`src/rtl/control_pkg.sv`:
```
// Shared types and encodings for the multi-cycle RV32I main control FSM.
// Includes the state codes, opcode constants, datapath select encodings and per-state Moore control word.
package control_pkg;

  typedef enum logic [3:0] {
    StFetch   = 4'd0,
    StDecode  = 4'd1,
    StExecR   = 4'd2,
    StExecI   = 4'd3,
    StWbAlu   = 4'd4,
    StMemAddr = 4'd5,
    StMemRd   = 4'd6,
    StMemWr   = 4'd7,
    StWbMem   = 4'd8,
    StBranch  = 4'd9,
    StJal     = 4'd10,
    StJalr    = 4'd11
  } state_e;

  typedef enum logic [2:0] {
    ClsR, ClsI, ClsLoad, ClsStore, ClsBranch, ClsJal, ClsJalr, ClsIllegal
  } instr_cls_e;

  localparam logic [6:0] OP_R      = 7'b0110011;
  localparam logic [6:0] OP_I      = 7'b0010011;
  localparam logic [6:0] OP_LOAD   = 7'b0000011;
  localparam logic [6:0] OP_STORE  = 7'b0100011;
  localparam logic [6:0] OP_BRANCH = 7'b1100011;
  localparam logic [6:0] OP_JAL    = 7'b1101111;
  localparam logic [6:0] OP_JALR   = 7'b1100111;

  localparam logic [1:0] ALU_ADD    = 2'b00;
  localparam logic [1:0] ALU_BRANCH = 2'b01;
  localparam logic [1:0] ALU_RTYPE  = 2'b10;
  localparam logic [1:0] ALU_ITYPE  = 2'b11;

  localparam logic [1:0] M2R_ALUOUT = 2'b00;
  localparam logic [1:0] M2R_MDR    = 2'b01;
  localparam logic [1:0] M2R_PC     = 2'b10;

  localparam logic [1:0] SRCA_PC    = 2'b00;
  localparam logic [1:0] SRCA_RS1   = 2'b01;
  localparam logic [1:0] SRCA_OLDPC = 2'b10;

  localparam logic [1:0] SRCB_RS2  = 2'b00;
  localparam logic [1:0] SRCB_FOUR = 2'b01;
  localparam logic [1:0] SRCB_IMM  = 2'b10;

  localparam logic [1:0] PCSRC_ALU    = 2'b00;
  localparam logic [1:0] PCSRC_ALUOUT = 2'b01;

  localparam logic [1:0] JUMP_NONE = 2'b00;
  localparam logic [1:0] JUMP_JAL  = 2'b01;
  localparam logic [1:0] JUMP_JALR = 2'b10;

  // Pure state-decoded outputs; handshake-qualified strobes are added in the top.
  typedef struct packed {
    logic       pc_write;
    logic       i_or_d;
    logic       mem_read;
    logic       mem_write;
    logic [1:0] mem_to_reg;
    logic [1:0] alu_src_a;
    logic [1:0] alu_src_b;
    logic [1:0] alu_op;
    logic [1:0] pc_src;
    logic       branch;
    logic [1:0] jump;
    logic       reg_write;
    logic       retire;
  } ctrl_t;

  function automatic ctrl_t ctrl_for(state_e s);
    ctrl_t c;
    c = '0;
    case (s)
      StFetch: begin
        c.mem_read  = 1'b1;
        c.alu_src_a = SRCA_PC;
        c.alu_src_b = SRCB_FOUR;
        c.alu_op    = ALU_ADD;
        c.pc_src    = PCSRC_ALU;
      end
      StDecode: begin
        c.alu_src_a = SRCA_OLDPC;
        c.alu_src_b = SRCB_IMM;
        c.alu_op    = ALU_ADD;
      end
      StExecR: begin
        c.alu_src_a = SRCA_RS1;
        c.alu_src_b = SRCB_RS2;
        c.alu_op    = ALU_RTYPE;
      end
      StExecI: begin
        c.alu_src_a = SRCA_RS1;
        c.alu_src_b = SRCB_IMM;
        c.alu_op    = ALU_ITYPE;
      end
      StWbAlu: begin
        c.reg_write  = 1'b1;
        c.mem_to_reg = M2R_ALUOUT;
        c.retire     = 1'b1;
      end
      StMemAddr: begin
        c.alu_src_a = SRCA_RS1;
        c.alu_src_b = SRCB_IMM;
        c.alu_op    = ALU_ADD;
      end
      StMemRd: begin
        c.mem_read = 1'b1;
        c.i_or_d   = 1'b1;
      end
      StMemWr: begin
        c.mem_write = 1'b1;
        c.i_or_d    = 1'b1;
      end
      StWbMem: begin
        c.reg_write  = 1'b1;
        c.mem_to_reg = M2R_MDR;
        c.retire     = 1'b1;
      end
      StBranch: begin
        c.alu_src_a = SRCA_RS1;
        c.alu_src_b = SRCB_RS2;
        c.alu_op    = ALU_BRANCH;
        c.branch    = 1'b1;
        c.pc_src    = PCSRC_ALUOUT;
        c.retire    = 1'b1;
      end
      StJal: begin
        c.pc_write   = 1'b1;
        c.pc_src     = PCSRC_ALUOUT;
        c.jump       = JUMP_JAL;
        c.reg_write  = 1'b1;
        c.mem_to_reg = M2R_PC;
        c.retire     = 1'b1;
      end
      StJalr: begin
        c.alu_src_a  = SRCA_RS1;
        c.alu_src_b  = SRCB_IMM;
        c.alu_op     = ALU_ADD;
        c.pc_write   = 1'b1;
        c.pc_src     = PCSRC_ALU;
        c.jump       = JUMP_JALR;
        c.reg_write  = 1'b1;
        c.mem_to_reg = M2R_PC;
        c.retire     = 1'b1;
      end
      default: c = '0;
    endcase
    return c;
  endfunction

endpackage

```
`src/rtl/multicycle_control_if.sv`:
```
// Control <-> datapath/memory bundle: the controller is the master, the datapath the slave.
interface multicycle_control_if #(
  parameter int unsigned CNT_W = 32
);
  logic [6:0]       opcode;
  logic             mem_ready;
  logic             pc_write;
  logic             ir_write;
  logic             i_or_d;
  logic             mem_read;
  logic             mem_write;
  logic [1:0]       mem_to_reg;
  logic [1:0]       alu_src_a;
  logic [1:0]       alu_src_b;
  logic [1:0]       alu_op;
  logic [1:0]       pc_src;
  logic             branch;
  logic [1:0]       jump;
  logic             reg_write;
  logic             illegal;
  logic             instr_done;
  logic [CNT_W-1:0] instret;
  logic [3:0]       state;

  modport master (
    input  opcode, mem_ready,
    output pc_write, ir_write, i_or_d, mem_read, mem_write, mem_to_reg, alu_src_a, alu_src_b,
           alu_op, pc_src, branch, jump, reg_write, illegal, instr_done, instret, state
  );

  modport slave (
    output opcode, mem_ready,
    input  pc_write, ir_write, i_or_d, mem_read, mem_write, mem_to_reg, alu_src_a, alu_src_b,
           alu_op, pc_src, branch, jump, reg_write, illegal, instr_done, instret, state
  );
endinterface

```
`src/rtl/multicycle_control_opcode_classify.sv`:
```
// Combinational opcode -> instruction class decoder with legality flag.
module opcode_classify
  import control_pkg::*;
#(
  parameter bit ENABLE_JUMP = 1'b1
) (
  input  logic [6:0] opcode_i,
  output instr_cls_e cls_o,
  output logic       legal_o
);

  always_comb begin
    cls_o = ClsIllegal;
    case (opcode_i)
      OP_R:      cls_o = ClsR;
      OP_I:      cls_o = ClsI;
      OP_LOAD:   cls_o = ClsLoad;
      OP_STORE:  cls_o = ClsStore;
      OP_BRANCH: cls_o = ClsBranch;
      OP_JAL:    cls_o = ENABLE_JUMP ? ClsJal : ClsIllegal;
      OP_JALR:   cls_o = ENABLE_JUMP ? ClsJalr : ClsIllegal;
      default:   cls_o = ClsIllegal;
    endcase
  end

  assign legal_o = (cls_o != ClsIllegal);

endmodule

```
`src/rtl/multicycle_control.sv`:
```
// Multi-cycle Moore main control for the RV32I shared-memory datapath.
// Sequences FETCH/DECODE/EXECUTE/MEMORY/WRITEBACK, stalls on mem_ready, counts retirements.
module multicycle_control
  import control_pkg::*;
#(
  parameter bit          MEM_HANDSHAKE = 1'b1,
  parameter bit          ENABLE_JUMP   = 1'b1,
  parameter int unsigned CNT_W         = 32
) (
  input logic                  clk,
  input logic                  rst,
  multicycle_control_if.master bus
);

  state_e           state_q, state_d;
  ctrl_t            ctrl_q;
  logic [CNT_W-1:0] instret_q;
  logic             is_store_q;
  instr_cls_e       cls;
  logic             legal;
  logic             rdy;
  logic             in_fetch;
  logic             retire;
  logic             run;

  opcode_classify #(
    .ENABLE_JUMP(ENABLE_JUMP)
  ) u_classify (
    .opcode_i(bus.opcode),
    .cls_o   (cls),
    .legal_o (legal)
  );

  assign rdy      = MEM_HANDSHAKE ? bus.mem_ready : 1'b1;
  assign in_fetch = (state_q == StFetch);
  assign run      = ~rst;
  assign retire   = ctrl_q.retire | ((state_q == StMemWr) & rdy);

  always_comb begin
    state_d = state_q;
    case (state_q)
      StFetch:  if (rdy) state_d = StDecode;
      StDecode: begin
        case (cls)
          ClsR:              state_d = StExecR;
          ClsI:              state_d = StExecI;
          ClsLoad, ClsStore: state_d = StMemAddr;
          ClsBranch:         state_d = StBranch;
          ClsJal:            state_d = StJal;
          ClsJalr:           state_d = StJalr;
          default:           state_d = StFetch;
        endcase
      end
      StExecR, StExecI: state_d = StWbAlu;
      StMemAddr:        state_d = is_store_q ? StMemWr : StMemRd;
      StMemRd:          if (rdy) state_d = StWbMem;
      StMemWr:          if (rdy) state_d = StFetch;
      StWbAlu, StWbMem, StBranch, StJal, StJalr: state_d = StFetch;
      default:          state_d = StFetch;
    endcase
  end

  // Control word is registered alongside the state so it always matches ctrl_for(state_q).
  always_ff @(posedge clk or posedge rst) begin
    if (rst) begin
      state_q    <= StFetch;
      ctrl_q     <= ctrl_for(StFetch);
      instret_q  <= '0;
      is_store_q <= 1'b0;
    end else begin
      state_q <= state_d;
      ctrl_q  <= ctrl_for(state_d);
      if (retire) instret_q <= instret_q + CNT_W'(1);
      if (state_q == StDecode) is_store_q <= (cls == ClsStore);
    end
  end

  // Reset gates everything combinationally so outputs drop without waiting for an edge.
  assign bus.pc_write   = run & (ctrl_q.pc_write | (in_fetch & rdy));
  assign bus.ir_write   = run & in_fetch & rdy;
  assign bus.i_or_d     = run & ctrl_q.i_or_d;
  assign bus.mem_read   = run & ctrl_q.mem_read;
  assign bus.mem_write  = run & ctrl_q.mem_write;
  assign bus.mem_to_reg = ctrl_q.mem_to_reg & {2{run}};
  assign bus.alu_src_a  = ctrl_q.alu_src_a & {2{run}};
  assign bus.alu_src_b  = ctrl_q.alu_src_b & {2{run}};
  assign bus.alu_op     = ctrl_q.alu_op & {2{run}};
  assign bus.pc_src     = ctrl_q.pc_src & {2{run}};
  assign bus.branch     = run & ctrl_q.branch;
  assign bus.jump       = ctrl_q.jump & {2{run}};
  assign bus.reg_write  = run & ctrl_q.reg_write;
  assign bus.illegal    = run & (state_q == StDecode) & ~legal;
  assign bus.instr_done = run & retire;
  assign bus.instret    = instret_q;
  assign bus.state      = state_q;

endmodule
```
`src/flat_wrapper.sv`:
```
// flat-port wrapper written by rule: the top's interface ports become plain ports
module multicycle_control_flat import control_pkg::*;
#(
  parameter bit          MEM_HANDSHAKE = 1'b1,
  parameter bit          ENABLE_JUMP   = 1'b1,
  parameter int unsigned CNT_W         = 32
)
  (clk, rst, bus_opcode, bus_mem_ready, bus_pc_write, bus_ir_write, bus_i_or_d, bus_mem_read, bus_mem_write, bus_mem_to_reg, bus_alu_src_a, bus_alu_src_b, bus_alu_op, bus_pc_src, bus_branch, bus_jump, bus_reg_write, bus_illegal, bus_instr_done, bus_instret, bus_state);
  multicycle_control_if #(.CNT_W(CNT_W)) bus_i ();
  input logic clk;
  input logic rst;
  input wire logic [$bits(bus_i.opcode)-1:0] bus_opcode;
  input wire logic [$bits(bus_i.mem_ready)-1:0] bus_mem_ready;
  output wire logic [$bits(bus_i.pc_write)-1:0] bus_pc_write;
  output wire logic [$bits(bus_i.ir_write)-1:0] bus_ir_write;
  output wire logic [$bits(bus_i.i_or_d)-1:0] bus_i_or_d;
  output wire logic [$bits(bus_i.mem_read)-1:0] bus_mem_read;
  output wire logic [$bits(bus_i.mem_write)-1:0] bus_mem_write;
  output wire logic [$bits(bus_i.mem_to_reg)-1:0] bus_mem_to_reg;
  output wire logic [$bits(bus_i.alu_src_a)-1:0] bus_alu_src_a;
  output wire logic [$bits(bus_i.alu_src_b)-1:0] bus_alu_src_b;
  output wire logic [$bits(bus_i.alu_op)-1:0] bus_alu_op;
  output wire logic [$bits(bus_i.pc_src)-1:0] bus_pc_src;
  output wire logic [$bits(bus_i.branch)-1:0] bus_branch;
  output wire logic [$bits(bus_i.jump)-1:0] bus_jump;
  output wire logic [$bits(bus_i.reg_write)-1:0] bus_reg_write;
  output wire logic [$bits(bus_i.illegal)-1:0] bus_illegal;
  output wire logic [$bits(bus_i.instr_done)-1:0] bus_instr_done;
  output wire logic [$bits(bus_i.instret)-1:0] bus_instret;
  output wire logic [$bits(bus_i.state)-1:0] bus_state;
  assign bus_i.opcode = bus_opcode;
  assign bus_i.mem_ready = bus_mem_ready;
  assign bus_pc_write = bus_i.pc_write;
  assign bus_ir_write = bus_i.ir_write;
  assign bus_i_or_d = bus_i.i_or_d;
  assign bus_mem_read = bus_i.mem_read;
  assign bus_mem_write = bus_i.mem_write;
  assign bus_mem_to_reg = bus_i.mem_to_reg;
  assign bus_alu_src_a = bus_i.alu_src_a;
  assign bus_alu_src_b = bus_i.alu_src_b;
  assign bus_alu_op = bus_i.alu_op;
  assign bus_pc_src = bus_i.pc_src;
  assign bus_branch = bus_i.branch;
  assign bus_jump = bus_i.jump;
  assign bus_reg_write = bus_i.reg_write;
  assign bus_illegal = bus_i.illegal;
  assign bus_instr_done = bus_i.instr_done;
  assign bus_instret = bus_i.instret;
  assign bus_state = bus_i.state;
  multicycle_control #(.MEM_HANDSHAKE(MEM_HANDSHAKE), .ENABLE_JUMP(ENABLE_JUMP), .CNT_W(CNT_W)) u_core (.clk(clk), .rst(rst), .bus(bus_i));
endmodule
```
`config.mk`:
```
export PLATFORM = sky130hd
export DESIGN_NAME = multicycle_control_flat
export DESIGN_NICKNAME = d
export VERILOG_FILES = /design/src/rtl/control_pkg.sv /design/src/rtl/multicycle_control_if.sv /design/src/rtl/multicycle_control_opcode_classify.sv /design/src/rtl/multicycle_control.sv /design/src/flat_wrapper.sv
export SDC_FILE = /design/constraint.sdc
export NUM_CORES = 1
export LEC_CHECK = 0
export ABC_CLOCK_PERIOD_IN_PS = 2100
export CELL_PAD_IN_SITES_DETAIL_PLACEMENT = 0
export CELL_PAD_IN_SITES_GLOBAL_PLACEMENT = 1
export CORE_ASPECT_RATIO = 1.25
export CORE_UTILIZATION = 34
export DETAILED_ROUTE_END_ITERATION = 7
export PLACE_DENSITY = 0.73
export SLEW_MARGIN = 10
export SYNTH_ARGS = -nofsm -noshare
export SYNTH_HDL_FRONTEND = slang
export SYNTH_SLANG_ARGS = --single-unit
export TNS_END_PERCENT = 20
```
`constraint.sdc`:
```
create_clock -name clk -period 2.1 [get_ports clk]
set_input_delay 0.21 -clock clk [delete_from_list [all_inputs] [get_ports clk]]
set_output_delay 0.21 -clock clk [all_outputs]
set_load 0.03 [all_outputs]
```
==> results by group <==
Power
  • Flop pwr share: 0.544
  • Clock Power Share: 0.270
  • Switching part of the total power: 0.289
  • P_sw: 0.612 mW
  • Combinational share of power: 0.186
  • PwrDens: 582 mW/mm^2
  • VDD IR max: 322 uV
  • Leakage power: 1.70 nW
  • Internal power: 1.51 mW

Critical path
  • R2r setup slk: -0.02 ns
  • Crit path max-delay cell type: or4b_4
  • Kind of start point of the critical path: flop
  • Critical path buffers and inverters: 1
  • Crit path max-delay family: simple AND/OR/NAND/NOR gates
  • Crit. Startpoint: u_core.bus.state[1]
  • Reg2Reg Depth: 6
  • RR Startpoint: u_core.bus.state[1]
  • Endpoint type of the worst setup path: primary output
  • Crit path largest cell delay: 0.57 ns
  • Worst-path cell chain: or4b_4 > or3_4 > a31oi_4 > buf_6
  • CP Class: reg2out
  • CP Depth: 4
  • Worst Path Required: 1.89 ns
  • Worst EP arrival: 1.93 ns
  • Worst-path maximum fanout: 3

Final layout
  • Diode count: 0
  • Final Instance Count excl. Fillers: 425
  • Area grow syn2layout: 40.0%
  • Final Util: 0.492
  • Layout cell share with drive strength beyond 1: 0.219
  • NumNets Final: 343
  • Post-route design area: 0.00364 sq mm

Hold path
  • HP Class: reg2reg
  • Hold_sp: u_core.bus.instret[31]
  • Hold depth: 1

Clock network
  • CTS Buf Count: 5
  • Skew-Pair Late Insertion Delay: 0.30 ns
  • CTS tree: yes
  • Clk slew on worst S/H paths: 0.10 ns
  • Clock tree buffer depth: 2
  • Root Driver: clkbuf_8
  • Clk sinks: 55
  • Hold_buf cts: 0
  • Htree depth: 2

Detailed routing
  • DRT Pass-1 Iters: 4
  • Via/cell ratio: 4.90
  • Iteration-0 DRC Markers: 50
  • Antenna Nets Post-Route: 0
  • Drt drc: 0
  • Routed len/inst: 13.7 um
  • Routed vias: 2,084
  • Total Routed Length: 5.84 mm

Yosys
  • Synth Register Bits: 55
  • Top-area cell type share of the netlist area: 0.510
  • Synth Area per Inst: 10.7 sq um
  • Ranking of synthesized cells by area: dfrtp_1 (51%), xnor2_1 (9.1%), nor2b_1 (4.8%), nand2_1 (3.0%), nand3_1 (2.7%)
  • Mux contribution to synthesized area: 0
  • Synth async-reset ratio: 1.00
  • Netlist cell types: 49
  • YS warnings: 0
  • Synth Flop Type: dfrtp_1
  • Compound-cell area share of the yosys netlist: 0.0779
  • Post-synth EDFFs: 0
  • Area leader, netlist: dfrtp_1
  • Simple logic cell fraction of the synthesized area: 0.250
  • Post-synthesis xor/xnor area fraction: 0.104
  • Register area share after synthesis: 0.530
  • Syn Nets: 253
  • Post-synthesis adder-cell area fraction: 0.00481
  • Mapped Cells: 242
  • Largest family of logic cells by synthesized area: simple AND/OR/NAND/NOR gates
  • Synth Cell Area: 0.00260 sq mm

STA
  • Slew Limit Fails: 0
  • Worst clock skew: 0.00999 ns
  • Setup TNS: -0.0757 ns
  • Final Critical Period: 2.14 ns
  • Fmax: 467 MHz
  • Final hold vios: 0
  • Final WS setup: -0.0413 ns
  • Tcrit/Tclk final: 1.02
  • RSZ-0062 raised after global routing: true
  • Setup violators final: 3

Place
  • DP Cell Count: 416
  • Gpl congestion: 0.762
  • Placed cell areas: 0.00350 sq mm
  • DP Wirelength: 4.42 mm
  • I/O Buffers: 65

Die
  • Starting Density: 0.351
  • Die height: 99.8 um
  • Io pins: 67
  • Width of the die: 80.2 um
  • Die area: 0.00801 sq mm
  • Rows: 35
  • Core area: 0.00740 sq mm

Job
  • Max-cap violations: 0

Global route
  • Total GRT Usage: 0.155
  • Vias in the first global route: 2,066
  • Largest net degree at the start of global routing: 24
  • Initial antenna violation count: 0
  • First-pass GRT wire length: 9.69 mm
  • GRT overflow: 0

Run status
  • Violated checks: setup timing
  • Status: finished with violations
==> power by group through the flow <==
stage	clock network (mW)	registers [mW]	logic (mW)
6_report	0.572	1.15	0.393
2_1_floorplan	0	1.22	0.154
3_5_place_dp	0	1.17	0.383
4_1_cts	0.600	1.15	0.396
5_1_grt	0.628	1.16	0.425
3_3_place_gp	0	1.17	0.381
==> sequential cells by signal (all words and copies together), names as in the netlist <==
signal,cells
u_core.ctrl_q,18
u_core.is_store_q,1
u_core.bus.state,4
u_core.bus.instret,32
==> area by class of cell <==
type                       count  area (sq um)
fill                         740          3760
tap                           92           115
multi-input combinational    170          1200
sequential                    55          1380
timing repair buffer          92           823
clock buffer                   5          68.8
inverter                       8          30.0
clock inverter                 3          18.8
==> logic make-up (layout without fill, tap and decap cells) <==
logic type	Yosys count	after routing
adder cells (fa/ha/maj)	1	1
flip-flops	55	55
XOR/XNOR	31	31
other	1	1
AO/OA/AOI/OAI	23	23
AND/OR/NAND/NOR	114	114
buffers and inverters	17	108
==> worst paths after layout <==
| check | to |
|---|---|
| worst max-delay path | bus_illegal |
| worst min register to register | u_core.bus.instret[31] |
| max in group asynchronous | u_core.bus.instret[17] |
| worst max register to register | u_core.ctrl_q[1] |
| worst min-delay path | u_core.bus.instret[31] |
| min in group asynchronous | u_core.ctrl_q[2] |
==> synth_stat cells, types with 3 or more instances <==
master    count
nor3_1        5
xor2_1        4
and3_1        6
nor2_1       13
dfrtp_1      53
nand4_1       7
nand2_1      21
inv_1         7
xnor2_1      27
nand3_1      14
and4_1        7
nor2b_1      20
a21oi_1       4
or3_1         3
clkbuf_1      4
and2_1        4
==> metal layers <==
metal | GRT usage | vias up | part of all wire
li1 | - | 1012 | -
met1 | 0.197 | 1021 | 0.45
met2 | 0.274 | 47 | 0.52
met3 | 0.0245 | 4 | 0.030
met4 | 0.0371 | 0 | 0.0091
met5 | 0 | - | 0
==> placed cells by master (no fill, tap or decap), types with 5 or more instances in the layout <==
cell type,instances
clkbuf_8,5
nand2_1,21
clkdlybuf4s50_1,45
nand4_1,7
nor2_1,13
buf_4,44
and4_1,7
dfrtp_1,51
nand3_1,14
nor2b_1,20
xnor2_1,27
inv_1,6
and3_1,6
==> stage by stage <==
step / setup WS, ns / hold WS, ns / total power, mW
CTS: -0.0440 / 0.483 / 2.15
detailed placement: -0.0407 / 0.469 / 1.56
finish: -0.0413 / 0.472 / 2.12
floorplan: -0.0220 / 0.283 / 1.37
global route: -0.117 / 0.508 / 2.22
global placement: -0.0427 / 0.460 / 1.55
==> timing repair <==
item                       in CTS  in global routing
pin swaps                       1                  1
setup endpoints to repair       2                 10
buffers inserted                2                  0
resized for setup               6                  2
No activity file was read; power rests on OpenSTA's default activity.
